$ cat src/rtl/prod_acc_pkg.sv
// Shared types and helpers for the product accumulator: FSM state encoding,
// the largest 4x4 product, and the widened add used to detect carry-out.
package prod_acc_pkg;

  typedef enum logic [1:0] {
    IDLE,
    ACCUM,
    DONE
  } state_t;

  localparam int unsigned PROD_MAX = 225;

  // One extra bit on top of the operands so the carry-out is never lost.
  function automatic logic [32:0] add_carry(input logic [31:0] a, input logic [31:0] b);
    return {1'b0, a} + {1'b0, b};
  endfunction

endpackage

$ cat src/rtl/acc_sat_add.sv
// Combinational accumulate step: acc + zero-extended prod with carry-out.
// Build macro SATURATE_EN clamps the sum to all-ones on carry; otherwise it wraps.
module acc_sat_add
  import prod_acc_pkg::*;
#(
  parameter int ACC_W  = 16,
  parameter int PROD_W = 8
) (
  input  logic [ACC_W-1:0]  acc,
  input  logic [PROD_W-1:0] prod,
  output logic [ACC_W-1:0]  next_acc,
  output logic              carry
);

  logic [32:0] sum;

  // Operands are below 2^ACC_W, so any set bit at ACC_W or above is the carry.
  assign sum   = add_carry(32'(acc), 32'(prod));
  assign carry = |sum[32:ACC_W];

`ifdef SATURATE_EN
  assign next_acc = carry ? '1 : sum[ACC_W-1:0];
`else
  assign next_acc = sum[ACC_W-1:0];
`endif

endmodule

$ cat src/rtl/prod_accumulator.sv
// Multiply-accumulate back end: sums a programmed burst of multiplier products
// with valid/ready on both sides. Build macro SATURATE_EN selects clamping adds.
module prod_accumulator
  import prod_acc_pkg::*;
#(
  parameter int PROD_W = 8,
  parameter int ACC_W  = 16,
  parameter int CNT_W  = 4
) (
  input  logic              clk,
  input  logic              rst_n,
  input  logic              start,
  input  logic [CNT_W-1:0]  len,
  input  logic [PROD_W-1:0] prod,
  input  logic              prod_valid,
  output logic              prod_ready,
  output logic [ACC_W-1:0]  res,
  output logic              res_valid,
  input  logic              res_ready,
  output logic              busy,
  output logic              ovf
);

  state_t           state;
  logic [ACC_W-1:0] acc;
  logic [CNT_W-1:0] remaining;
  logic [ACC_W-1:0] next_acc;
  logic             carry;

  acc_sat_add #(
    .ACC_W (ACC_W),
    .PROD_W(PROD_W)
  ) u_add (
    .acc     (acc),
    .prod    (prod),
    .next_acc(next_acc),
    .carry   (carry)
  );

  // Outputs depend on state and registers only, never directly on inputs.
  assign prod_ready = (state == ACCUM);
  assign res_valid  = (state == DONE);
  assign busy       = (state != IDLE);
  assign res        = acc;

  always_ff @(posedge clk or negedge rst_n) begin
    if (!rst_n) begin
      state     <= IDLE;
      acc       <= '0;
      remaining <= '0;
      ovf       <= 1'b0;
    end else begin
      case (state)
        IDLE: begin
          if (start) begin
            acc       <= '0;
            ovf       <= 1'b0;
            remaining <= len;
            state     <= (len != '0) ? ACCUM : DONE;
          end
        end
        ACCUM: begin
          if (prod_valid) begin
            acc       <= next_acc;
            remaining <= remaining - CNT_W'(1);
            if (carry) ovf <= 1'b1;
            if (remaining == CNT_W'(1)) state <= DONE;
          end
        end
        DONE: begin
          if (res_ready) state <= IDLE;
        end
        default: state <= IDLE;
      endcase
    end
  end

endmodule

$ cat config.mk
export PLATFORM = sky130hd
export DESIGN_NAME = prod_accumulator
export DESIGN_NICKNAME = d
export VERILOG_FILES = /design/src/rtl/prod_acc_pkg.sv /design/src/rtl/acc_sat_add.sv /design/src/rtl/prod_accumulator.sv
export SDC_FILE = /design/constraint.sdc
export NUM_CORES = 1
export LEC_CHECK = 0
export CORE_AREA = 4 4 64 66
export DETAILED_ROUTE_END_ITERATION = 8
export DIE_AREA = 0 0 68 70
export PLACE_DENSITY = 0.82
export SLEW_MARGIN = 5
export SYNTH_ARGS = -nofsm -noshare
export SYNTH_HDL_FRONTEND = slang
export SYNTH_SLANG_ARGS = --single-unit
export TNS_END_PERCENT = 1
$ cat constraint.sdc
create_clock -name clk -period 2.24 [get_ports clk]
set_clock_uncertainty 0.1 [all_clocks]
set_input_delay 0.336 -clock clk [delete_from_list [all_inputs] [get_ports clk]]
set_output_delay 0.336 -clock clk [all_outputs]
set_load 0.05 [all_outputs]
# --- Word-level counts from Yosys, hierarchy flattened ---
# Index checks and enable logic that the tools add are counted.
# W data, S select, Z words.
totals:
  ram_bits: 0
  romBits: 0
  latchBits: 0
  register_bits: 23
  input_bits: 17
  output_inout_bits: 20
  n_memories: 0
op_classes:
  n_div: 0
  n_shift: 0
  n_bitwise: 0
  muxes: 16
  reduce_logical: 8
  magnitude_cmp: 0
  multipliers: 0
  n_eq_ne: 8
  n_addsub: 2
ops:
  columns: ["operator", "n"]
  rows:
  - ["$mux W16", 2]
  - ["$pmux W16 S2", 1]
  - ["$add A16 B8 Y17", 1]
  - ["$reduce_or A17 Y1", 1]
  - ["$mux W2", 5]
  - ["$mux W4", 2]
  - ["$pmux W4 S2", 1]
  - ["$reduce_and A4 Y1", 2]
  - ["$ne A2 B1 Y1 const B", 3]
  - ["$pmux W2 S3", 1]
  - ["$eq A4 B1 Y1 const B", 1]
  - ["$ne A2 B2 Y1 const B", 2]
  - ["$reduce_bool A2 Y1", 2]
  - ["$reduce_bool A4 Y1", 1]
  - ["$sub A4 B1 Y4 const B", 1]
  - ["$mux W1", 3]
  - ["$reduce_and A3 Y1", 1]
  - ["$eq A2 B1 Y1 const B", 1]
  - ["$eq A2 B2 Y1 const B", 1]
  - ["$logic_not A2 Y1", 1]
  - ["$pmux W1 S2", 1]

# --- Longest topological paths before layout ---
logic_depth:
  word_depth: 5
  mapped_depth: 8
  depth_no_buf: 8

# --- Cells and area by module ---
# From an unflattened synthesis, not the netlist that was laid out.
unflattened:
  cells_unflattened: 170
  hier_area_um2: 1635.3
by_module_without_submodules:
  columns: ["module", "instances", "area_per_inst_um2", "cells_each", "seq_area_each_um2"]
  rows:
  - ["prod_accumulator", 1, 1041.0, 86, 575.6]
  - ["acc_sat_add", 1, 594.3, 84, 0.0]

# --- Worst setup path before layout ---
# OpenSTA, ideal clock, no wires.
synth_timing:
  kind: "reg2reg"
  startpoint: "reg acc[0], in the netlist res[0]"
  endpoint: "reg acc[12], in the netlist res[12]"
  t_required_ns: 2.072
  path_slack_ns: -0.299
  synth_period_minus_slack_ns: 2.539
  t_arrival_ns: 2.371
  stages_incl_launch_ff: 9
  n_path_buf: 0
  cell_sequence: "dfrtp_1 > ha_1 > inv_1 > fa_1 > nand2b_1 > a211oi_2 > o41ai_2 > or4b_1 > nand2_1"
synth_between:
  elab_chain_cells: 3
synth_lines:
  columns: ["item", "line", "text"]
  rows:
  - ["start, declared", "prod_accumulator.sv:25", "logic [ACC_W-1:0] acc;"]
  - ["start signal, assigned", "prod_accumulator.sv:64", "acc <= next_acc;"]
  - ["$add A16 B8 Y17", "prod_acc_pkg.sv:15", "return {1'b0, a} + {1'b0, b};"]
  - ["$mux W16", "prod_accumulator.sv:63", "if (prod_valid) begin"]
  - ["$pmux W16 S2", "prod_accumulator.sv:53", "case (state)"]
# Every way passes these cells. The select of a mux whose other input is x is not followed.
# A chain may end at the register's enable or synchronous reset.

# --- Final worst setup path ---
layout_timing:
  startpoint: "in prod[0]"
  endpoint: "reg acc[12], in the netlist res[12]"
layout_between:
  elab_chain_cells: 3
layout_lines:
  columns: ["item", "line", "text"]
  rows:
  - ["start, declared", "prod_accumulator.sv:14", "input logic [PROD_W-1:0] prod,"]
  - ["$add A16 B8 Y17", "prod_acc_pkg.sv:15", null]
  - ["$mux W16", "prod_accumulator.sv:63", null]
  - ["$pmux W16 S2", "prod_accumulator.sv:53", null]
# Every way passes these cells. The select of a mux whose other input is x is not followed.

==> key figures <==
Clocking
  • TritonCTS Buffers: 3
  • # hold bufs at CTS: 0
  • Post-CTS setup buffers: 0
  • CTS tree: yes
  • CTS root buf: clkbuf_4
  • Sink Count: 23
  • Clk buf depth: 2
  • Clk slew on worst S/H paths: ~0.13 ns
  • H-Tree Depth: 1
  • Clock Latency Late Sink: approximately 0.32 ns

Power
  • Leakage: just under 1 nW
  • Int Pwr: between 0.001 and 0.0015 W
  • Psw: 0.001296 W
  • Share of power burned in the clock network: about 7.5%
  • Sw Ratio: 48.86%
  • VDD IR-drop max: 795.5 uV
  • Combinational share of power: roughly two thirds
  • Sequential power share: roughly a quarter
  • PD cells: 1227 mW/mm^2

Final layout
  • Fin nets: 254
  • Finished Core Util: 60.38%
  • Area Overhead vs Synth: 42.61%
  • Share of cells above drive strength 1: 17.33%
  • Post-route design area: between 0.002 and 0.0025 sq mm
  • N_diodes: 0

Worst setup path
  • Crit path required time: about 2.4 ns
  • Critical path arrival: approximately 2.4 ns
  • Startpoint Class: input pin
  • Critical Path Fanout Max: 2
  • Setup crit end kind: register
  • Crit Path Class: input pin to register

STA
  • Final Max Tran Viols: 0
  • Worst hold slack: about 0.26 ns
  • Slew at the pin closest to its max-slew limit: about 0.5 ns
  • Finish-stage setup viols: 0
  • RSZ-0062 raised after global routing: true
  • Hold Vio Cnt, Final: 0
  • Max Fclk: ~450 MHz
  • Slew HR: about two thirds
  • Setup ws final: a little over 0.007 ns
  • Period utilization: 99.68%
  • Min Tclk post-route: around 2.2 ns

Outcome
  • Run status: finished clean

Synth
  • Sequential fraction of the synthesis area: 37.99%
  • Synth Cell Area: 0.001515 sq mm
  • Main combinational cell family by area after synthesis: simple AND/OR/NAND/NOR gates
  • Synthesized flop and latch total: 23
  • Avg Cell Area, Syn: just over 9 sq um
  • Syn Nets: approximately 200
  • Complex-gate fraction of the synthesized area: 21.06%
  • Mux contribution to synthesized area: approximately 2%
  • Synth Flop Type: dfrtp_1
  • Synth Instances: ~170
  • EDFF count, synth: 0
  • Synth area leaders: dfrtp_1 (38%), ha_1 (8.3%), nand2_1 (5.7%)
  • Netlist cell types: 48
  • Simple-gate share of the synthesized area: between 20% and 30%
  • XOR/XNOR share of the synthesized area: between 1.5 and 2%
  • Top cell type by total area after synthesis: dfrtp_1
  • Adder-cell share of the synthesized area: under 10%
  • Top-area cell type share of the netlist area: 37.99%
  • Yosys warns: 0
  • Async S/R FF share, synth: 100.0%
  • Synth cell count leaders: dfrtp_1 (23), nand2_1 (23), nor2_1 (14)

Detailed routing
  • 1st-pass router iterations: 5
  • Antenna Nets Post-Route: 0
  • Via count: ~1500
  • Routed length per placed instance: 13.72 um
  • DRC: 0
  • Via density: roughly 5.4
  • DRT iter0 DRCs: slightly below 80
  • DRT Wirelength: 3.746 mm

Die
  • Die width: a little under 70 um
  • Die H: ~70 um
  • Die area: around 0.0048 sq mm
  • Core Rows: 22
  • Ports: 37
  • Initial Utilization: 42.34%
  • Core ar.: approximately 0.0036 sq mm

GRT
  • Initial antenna violation count: 0
  • GR Overflow Total: 0
  • Largest net degree at the start of global routing: 24
  • Via count of the first global-routing pass: between 1000 and 1500
  • First-pass GRT wire length: approximately 6.6 mm
  • GRT Total Usage: ~18%

Placement
  • DP HPWL: 2.923 mm
  • GPL Wtd Cong: roughly 0.9
  • Pre-CTS setup slack: -0.3767 ns
  • Port Buffers: 36
  • Area after DPL: roughly 0.0021 sq mm

Flow run
  • # Max-Cap Violations: 0

Worst hold path
  • Worst Hold Class: input pin to asynchronous set/reset pin
stage by stage:
step	cells	power (W)	setup TNS [ns]
after floorplan	167	0.001815	-0.1043
after global placement	269	0.002402	-1.807
after detailed placement	269	0.002457	-2.149
after CTS	273	0.002655	0
after global routing	273	0.002868	-0.04312
final	273	0.002652	0
critical path: stages:
cell,delay (ns)
clkdlybuf4s50_1,0.50
ha_4,0.14
inv_1,0.05
fa_2,0.34
nand2b_4,0.16
a211oi_4,0.25
o41ai_4,0.09
or4b_1,0.46
nand2_1,0.08
flip-flops by register name, indices dropped and copies added (netlist names):
| signal | count |
|---|---|
| state | 2 |
| ovf | 1 |
| res | 16 |
| remaining | 4 |
cell type report:
type	count	area (sq um)
Fill cell	316	1418
Multi-Input combinational cell	130	922.1
Sequential cell	23	578.1
Timing Repair Buffer	58	536.8
Tap cell	48	60.06
Inverter	10	37.54
Clock buffer	4	26.28
routing by layer:
layer / track usage [%] / part of all wire (%) / vias to the layer above
li1: - / - / 731
met1: 24.40 / 45 / 685
met2: 27.94 / 49 / 44
met3: 2.251 / 5.2 / 7
met4: 5.077 / 1.5 / 0
met5: 0 / 0 / -
cell families after synthesis:
family	Yosys count
and+or+nand+nor	68
AOI/OAI and AO/OA	45
DFF	23
buffers and inverters	14
adders and majority gates	11
xor gates and xnor gates	3
muxes	3
cell usage in the layout, fill, tap and decap left out, types with 2 or more instances in the layout:
master           count
nor2_1              13
o21ai_1              2
o31ai_1              2
xor2_1               3
nand2b_1             2
o21a_1               2
nand2_1             23
clkdlybuf4s50_1     33
mux2i_1              3
nor2_2               2
or4_1                2
nand3_1              6
ha_1                 9
nor3_1               2
or3_1                2
clkbuf_4             3
buf_4               22
dfrtp_2              2
a21oi_1              8
nor2b_1              2
a41o_1               3
a31oi_1              3
o21ai_0             10
inv_1               10
dfrtp_1             21
a22o_1               2
nand4_1              5
repair_timing:
item / CTS / global route
gates resized for setup: 1 / 3
pin swaps: 1 / 0
endpoints found under the setup margin: 2 / 4
final timing paths:
kind / start / end / slack [ns] / cells past startpoint
worst min-delay path: rst_n / res[4] / 0.26 / 2
worst max-delay path: prod[0] / res[12] / 0.007 / 9
min in group clk: res[3] / res[3] / 0.42 / 2
max in group asynchronous: rst_n / res[0] / 1.53 / 2
worst max register to register: res[0] / res[12] / 0.10 / 8
worst min register to register: res[3] / res[3] / 0.42 / 2
power by group through the flow:
| stage | sequential, W | combinational [W] | clock (W) |
|---|---|---|---|
| floorplan | 0.000910 | 0.000905 | 0 |
| global placement | 0.000682 | 0.00172 | 0 |
| detailed placement | 0.000690 | 0.00177 | 0 |
| CTS | 0.000682 | 0.00177 | 0.000206 |
| global route | 0.000706 | 0.00194 | 0.000226 |
| finish | 0.000681 | 0.00177 | 0.000199 |
Power figures use the tool's default switching activity.
